[src/rtl/imem_boot_loader.sv]
// Boot loader: receives a counted, checksummed byte stream, packs it into 32-bit words,
// writes them into the instruction SRAM and holds the core in reset until the image is loaded.
module imem_boot_loader #(
   parameter int DEPTH_WORDS    = 1024,
   parameter int ADDR_W         = 10,
   parameter int TIMEOUT_CYCLES = 1000000
) (
   input  logic              clk,
   input  logic              rst_n,
   input  logic              boot_en,
   input  logic              in_valid,
   input  logic [7:0]        in_data,
   output logic              in_ready,
   output logic              mem_cs,
   output logic              mem_we,
   output logic [3:0]        mem_be,
   output logic [ADDR_W-1:0] mem_addr,
   output logic [31:0]       mem_din,
   output logic              core_rst_n,
   output logic              boot_done,
   output logic              boot_err
);

   localparam int          TMO_W   = (TIMEOUT_CYCLES > 1) ? $clog2(TIMEOUT_CYCLES + 1) : 1;
   localparam logic [31:0] TMO_LIM = TIMEOUT_CYCLES;

   typedef enum logic [2:0] {
      S_CHECK, S_HDR0, S_HDR1, S_DATA, S_CSUM, S_DONE, S_ERR
   } state_t;

   state_t              state_q, state_d;
   logic [7:0]          cnt_lo_q, cnt_lo_d;
   logic [ADDR_W-1:0]   last_q, last_d;
   logic [ADDR_W-1:0]   k_q, k_d;
   logic [1:0]          bcnt_q, bcnt_d;
   logic [23:0]         asm_q, asm_d;
   logic [7:0]          csum_q, csum_d;
   logic [TMO_W-1:0]    tmo_q, tmo_d;
   logic                in_ready_q, in_ready_d;
   logic                we_q, we_d;
   logic [ADDR_W-1:0]   addr_q, addr_d;
   logic [31:0]         din_q, din_d;
   logic                done_q, done_d;
   logic                err_q, err_d;

   logic                accept;
   logic                tmo_hit;
   logic [15:0]         n_word;

   always_comb begin
      accept     = in_valid && in_ready_q;
      n_word     = {in_data, cnt_lo_q};
      tmo_hit    = 1'b0;
      state_d    = state_q;
      cnt_lo_d   = cnt_lo_q;
      last_d     = last_q;
      k_d        = k_q;
      bcnt_d     = bcnt_q;
      asm_d      = asm_q;
      csum_d     = csum_q;
      tmo_d      = '0;
      we_d       = 1'b0;
      addr_d     = '0;
      din_d      = '0;

      // Idle-cycle counter only runs once a load has begun; any accepted byte clears it.
      if ((state_q inside {S_HDR1, S_DATA, S_CSUM}) && !accept) begin
         tmo_d   = tmo_q + TMO_W'(1);
         tmo_hit = (TIMEOUT_CYCLES != 0) &&
                   (({{(32-TMO_W){1'b0}}, tmo_q} + 32'd1) >= TMO_LIM);
      end

      case (state_q)
         S_CHECK: state_d = boot_en ? S_HDR0 : S_DONE;
         S_HDR0: begin
            if (accept) begin
               cnt_lo_d = in_data;
               state_d  = S_HDR1;
            end
         end
         S_HDR1: begin
            if (accept) begin
               if ((n_word == 16'd0) || (n_word > 16'(DEPTH_WORDS))) begin
                  state_d = S_ERR;
               end else begin
                  last_d  = ADDR_W'(n_word - 16'd1);
                  k_d     = '0;
                  bcnt_d  = '0;
                  csum_d  = '0;
                  state_d = S_DATA;
               end
            end else if (tmo_hit) begin
               state_d = S_ERR;
            end
         end
         S_DATA: begin
            if (accept) begin
               csum_d = csum_q ^ in_data;
               bcnt_d = bcnt_q + 2'd1;
               // Shift register: after three bytes asm_q holds {b2, b1, b0}.
               asm_d  = {in_data, asm_q[23:8]};
               if (bcnt_q == 2'd3) begin
                  we_d   = 1'b1;
                  addr_d = k_q;
                  din_d  = {in_data, asm_q};
                  k_d    = k_q + ADDR_W'(1);
                  if (k_q == last_q) state_d = S_CSUM;
               end
            end else if (tmo_hit) begin
               state_d = S_ERR;
            end
         end
         S_CSUM: begin
            if (accept)       state_d = (in_data == csum_q) ? S_DONE : S_ERR;
            else if (tmo_hit) state_d = S_ERR;
         end
         S_DONE:  state_d = S_DONE;
         S_ERR:   state_d = S_ERR;
         default: state_d = S_ERR;
      endcase

      in_ready_d = state_d inside {S_HDR0, S_HDR1, S_DATA, S_CSUM};
      done_d     = (state_d == S_DONE);
      err_d      = (state_d == S_ERR);
   end

   always_ff @(posedge clk or negedge rst_n) begin
      if (!rst_n) begin
         state_q    <= S_CHECK;
         cnt_lo_q   <= '0;
         last_q     <= '0;
         k_q        <= '0;
         bcnt_q     <= '0;
         asm_q      <= '0;
         csum_q     <= '0;
         tmo_q      <= '0;
         in_ready_q <= 1'b0;
         we_q       <= 1'b0;
         addr_q     <= '0;
         din_q      <= '0;
         done_q     <= 1'b0;
         err_q      <= 1'b0;
      end else begin
         state_q    <= state_d;
         cnt_lo_q   <= cnt_lo_d;
         last_q     <= last_d;
         k_q        <= k_d;
         bcnt_q     <= bcnt_d;
         asm_q      <= asm_d;
         csum_q     <= csum_d;
         tmo_q      <= tmo_d;
         in_ready_q <= in_ready_d;
         we_q       <= we_d;
         addr_q     <= addr_d;
         din_q      <= din_d;
         done_q     <= done_d;
         err_q      <= err_d;
      end
   end

   assign in_ready   = in_ready_q;
   assign mem_cs     = we_q;
   assign mem_we     = we_q;
   assign mem_be     = {4{we_q}};
   assign mem_addr   = addr_q;
   assign mem_din    = din_q;
   assign core_rst_n = done_q;
   assign boot_done  = done_q;
   assign boot_err   = err_q;

endmodule

[config.mk]
export PLATFORM = sky130hd
export DESIGN_NAME = imem_boot_loader
export DESIGN_NICKNAME = d
export VERILOG_FILES = /design/src/rtl/imem_boot_loader.sv
export SDC_FILE = /design/constraint.sdc
export NUM_CORES = 1
export LEC_CHECK = 0
export BUFFER_PORTS_ARGS = -buffer_cell sky130_fd_sc_hd__buf_2
export CAP_MARGIN = 15
export CORE_MARGIN = 2
export CORE_UTILIZATION = 45
export DETAILED_ROUTE_END_ITERATION = 6
export PLACE_DENSITY = 0.76
export SETUP_SLACK_MARGIN = 0.1
export SYNTH_ARGS = -nofsm -noshare
export SYNTH_HDL_FRONTEND = slang
export SYNTH_SLANG_ARGS = --single-unit
[constraint.sdc]
create_clock -name clk -period 2.8 [get_ports clk]
set_clock_uncertainty 0.05 [all_clocks]
set_input_delay 0.14 -clock clk [delete_from_list [all_inputs] [get_ports clk]]
set_output_delay 0.14 -clock clk [all_outputs]
set_load 0.1 [all_outputs]
==> results.ini <==
[run_status]
status = finished, final reports clean

[cts]
cts_root_buf = clkbuf_16
clock-sinks = 131
numCtsBuffers = 17
htreeDepth = 4
clk_path_buf_depth = 2
tritoncts = yes
clock_latency_ps = 410
clkTransAtPathRegs_ps = 60

[die]
die_area_mm2 = 0.0137
num_rows = 41
initial_utilization_pct = 45.8
fp.dieW_um = 117
die_h_um = 117
boundaryPins = 64
core_area_mm2 = 0.0126

[synthesis]
yosysWarnings = 0
ys_types = 47
seq_area_frac_synth_pct = 57.0
synth_edf_count = 0
syn_area_mm2 = 0.00575
avgSynthCellArea_um2 = 10.0
ys_ff_latch = 131
ys.flop_type = dfrtp_1
synth_nets = 590
async_flop_share_pct = 100
netlist_instances = 573

[power]
swShare_pct = 26.0
peakVddDrop_mv = 0.547
switching_power_mw = 1.26
p_per_area_mw_per_mm2 = 697
power.leakage_nw = 3.37
clock_power_share_pct = 45.5
power_frac_comb_pct = 10.6
internal-power_mw = 3.59
pwr-share-seq_pct = 43.8

[timing]
fmax_mhz = 378
setup_viol = 0
rsz0062_at_grt = yes
fin_crit_sh_pct = 94.4
hold_viol = 0
tightest_slew_ps = 611
relSlewSlack_pct = 59.2
fin_crit_ps = 2640
fin_ws_ps = 156
slew_violations = 0

[run]
maxCapViolations = 0

[detailed_routing]
wl_per_cell_um = 14.4
ant_nets = 0
top_layer_used = met4
routed-via-count = 4275
viasPerCell = 5.16
drt_wl_total_um = 11900
met3_length_um = 717
firstDrtPassIters = 5
drc = 0
routed-wl-met2_um = 5520
wl_met1_um = 5520
drt-initial-drc-count = 382

[setup_path]
cp-start-kind = flip-flop
end_kind = flip-flop
path_buf_inv = 1
cp.required_ps = 3050
path_max_fanout = 4
cpPeakStageDelay_ps = 460
crit_path_top_delay_cell = or4b_4
worstPathArrival_ps = 2900
critPathTopFamily = simple AND/OR/NAND/NOR gates
crit_chain = inv_2 -> ha_4 -> or4b_4 -> o31a_1 -> nor4_4 -> nand2_1 -> a32oi_1 -> nor2_1 -> or2_4 -> a21o_1
critPathKind = flip-flop to flip-flop

[global_route]
grt.overflow.total = 0
grt_max_degree = 60
grt.total_usage_pct = 18.4
grt_pass1_vias = 3981
grt_pass1_wl_um = 19500
antenna_found_initial = 0

[place]
placed_cell_area_mm2 = 0.00623
port_buffers = 63
place.gp.congestion = 0.908
dp_hpwl_um = 7760
dp_slack_ps = -45.2

[layout]
layout-drive-gt1-share_pct = 20.7
diodes = 0
fin_area_mm2 = 0.00695
synthToLayoutAreaGrowth_pct = 20.9
fin_nets = 661

[min_path]
min_path_type = primary input to flip-flop

## worst register-to-register path: cells and delay by family (launching register included)
| kind | cells | cell delay, ps |
|---|---|---|
| flip-flops | 1 | 400 |
| AO/OA/AOI/OAI | 3 | 660 |
| AND/OR/NAND/NOR | 5 | 1190 |
| adder cells (fa/ha/maj) | 1 | 140 |
| buffers and inverters | 1 | 100 |
## per-stage QoR
step / utilization [%] / hold slack [ps] / TNS (ps) / power (mW) / instances
after floorplan: - / -206 / 0 / 2.44 / 573
after global placement: 49.6 / 112 / 0 / 2.58 / 789
after detailed placement: 49.6 / 117 / -224 / 2.61 / 789
after CTS: 55.0 / 5.44 / 0 / 4.86 / 827
after global routing: 55.3 / 26.5 / 0 / 5.03 / 829
final: 55.3 / 24.1 / 0 / 4.85 / 829
## path summary, 6_finish.rpt
kind	startpoint	to	slack (ps)	cells after the start
hold reg to reg	asm_q[2]	asm_q[2]	420	2
max in group asynchronous	rst_n	asm_q[17]	1710	3
setup reg to reg	cnt_lo_q[1]	in_ready	160	10
min in group asynchronous	rst_n	mem_din[3]	210	2
hold / removal	in_data[2]	mem_din[26]	20	2
setup / recovery	cnt_lo_q[1]	in_ready	160	10
## sequential cells by signal, indices dropped and copies added (netlist names)
register,count
asm_q,24
bcnt_q,2
boot_done,1
boot_err,1
cnt_lo_q,8
csum_q,8
in_ready,1
k_q,10
last_q,10
mem_addr,10
mem_cs,1
mem_din,32
state_q,3
tmo_q,20
## kinds of logic (layout without fill, tap and decap cells)
kind of cell | count (synthesis) | in the layout | synth area share (%)
AOI/OAI and AO/OA | 81 | 81 | 7.96
xor gates and xnor gates | 43 | 43 | 6.55
DFF | 131 | 131 | 57.0
adders and majority gates | 5 | 5 | 1.09
and+or+nand+nor | 263 | 263 | 22.3
buffers and inverters | 40 | 124 | 3.22
muxes | 10 | 10 | 1.89
## metal layers
metal  track usage [%]  vias to the layer above
met5                 0                        -
met4              6.82                        0
met3              5.61                       18
met2              27.5                      159
met1              25.4                     2035
li1                  -                     2063
## cell type report
cell class / instances / area (µm²)
clock buffer: 19 / 453
inverter: 10 / 37.5
timing repair buffer: 82 / 488
multi-input combinational: 402 / 2340
sequential: 131 / 3280
tap: 172 / 215
clock inverter: 13 / 145
fill: 1053 / 5620
## cells in the final DEF, fill, tap and decap left out, types with 17 or more instances in the layout
| cell | count |
|---|---|
| nor2_1 | 61 |
| dfrtp_1 | 131 |
| o21ai_1 | 35 |
| nand2_1 | 96 |
| a21oi_1 | 17 |
| and2_1 | 42 |
| buf_2 | 62 |
| clkbuf_16 | 17 |
| xnor2_1 | 36 |
## what timing repair did
action	4_1_cts	5_1_grt
endpoints found under the hold margin	52	0
setup endpoints to repair	14	14
hold buffers	6	0
pin swaps	2	2
resized for setup	5	7
buffers inserted	0	2
## power groups by stage
| stage | registers [mW] | logic, mW | clock network (mW) |
|---|---|---|---|
| 6_report | 2.13 | 0.515 | 2.21 |
| 5_1_grt | 2.14 | 0.562 | 2.33 |
| 4_1_cts | 2.12 | 0.495 | 2.25 |
| 3_5_place_dp | 2.15 | 0.462 | 0 |
| 3_3_place_gp | 2.14 | 0.441 | 0 |
| 2_1_floorplan | 2.18 | 0.259 | 0 |
## cell usage after synthesis (2+ instances only)
cell / n / share of area [%]
dfrtp_1: 131 / 57
or2_1: 3 / 0.33
and2_1: 42 / 4.6
nor2_1: 62 / 4.0
xor2_1: 7 / 1.1
nor4_1: 2 / 0.22
nand4_1: 11 / 1.2
nor4_2: 3 / 0.65
inv_1: 7 / 0.46
buf_4: 7 / 0.91
a21oi_1: 17 / 1.5
a32oi_1: 2 / 0.30
o21ai_0: 8 / 0.70
xnor2_1: 36 / 5.5
or3_1: 2 / 0.22
o31ai_1: 3 / 0.39
ha_1: 5 / 1.1
nand2_1: 96 / 6.3
a21o_1: 2 / 0.26
o21ai_1: 34 / 3.0
mux2_2: 6 / 1.2
nor3_1: 10 / 0.87
a31oi_1: 9 / 0.98
clkbuf_1: 21 / 1.4
inv_2: 3 / 0.20
and3_1: 9 / 0.98
mux2i_1: 3 / 0.52
nand3_1: 13 / 1.1
(Power assumes the default switching activity.)
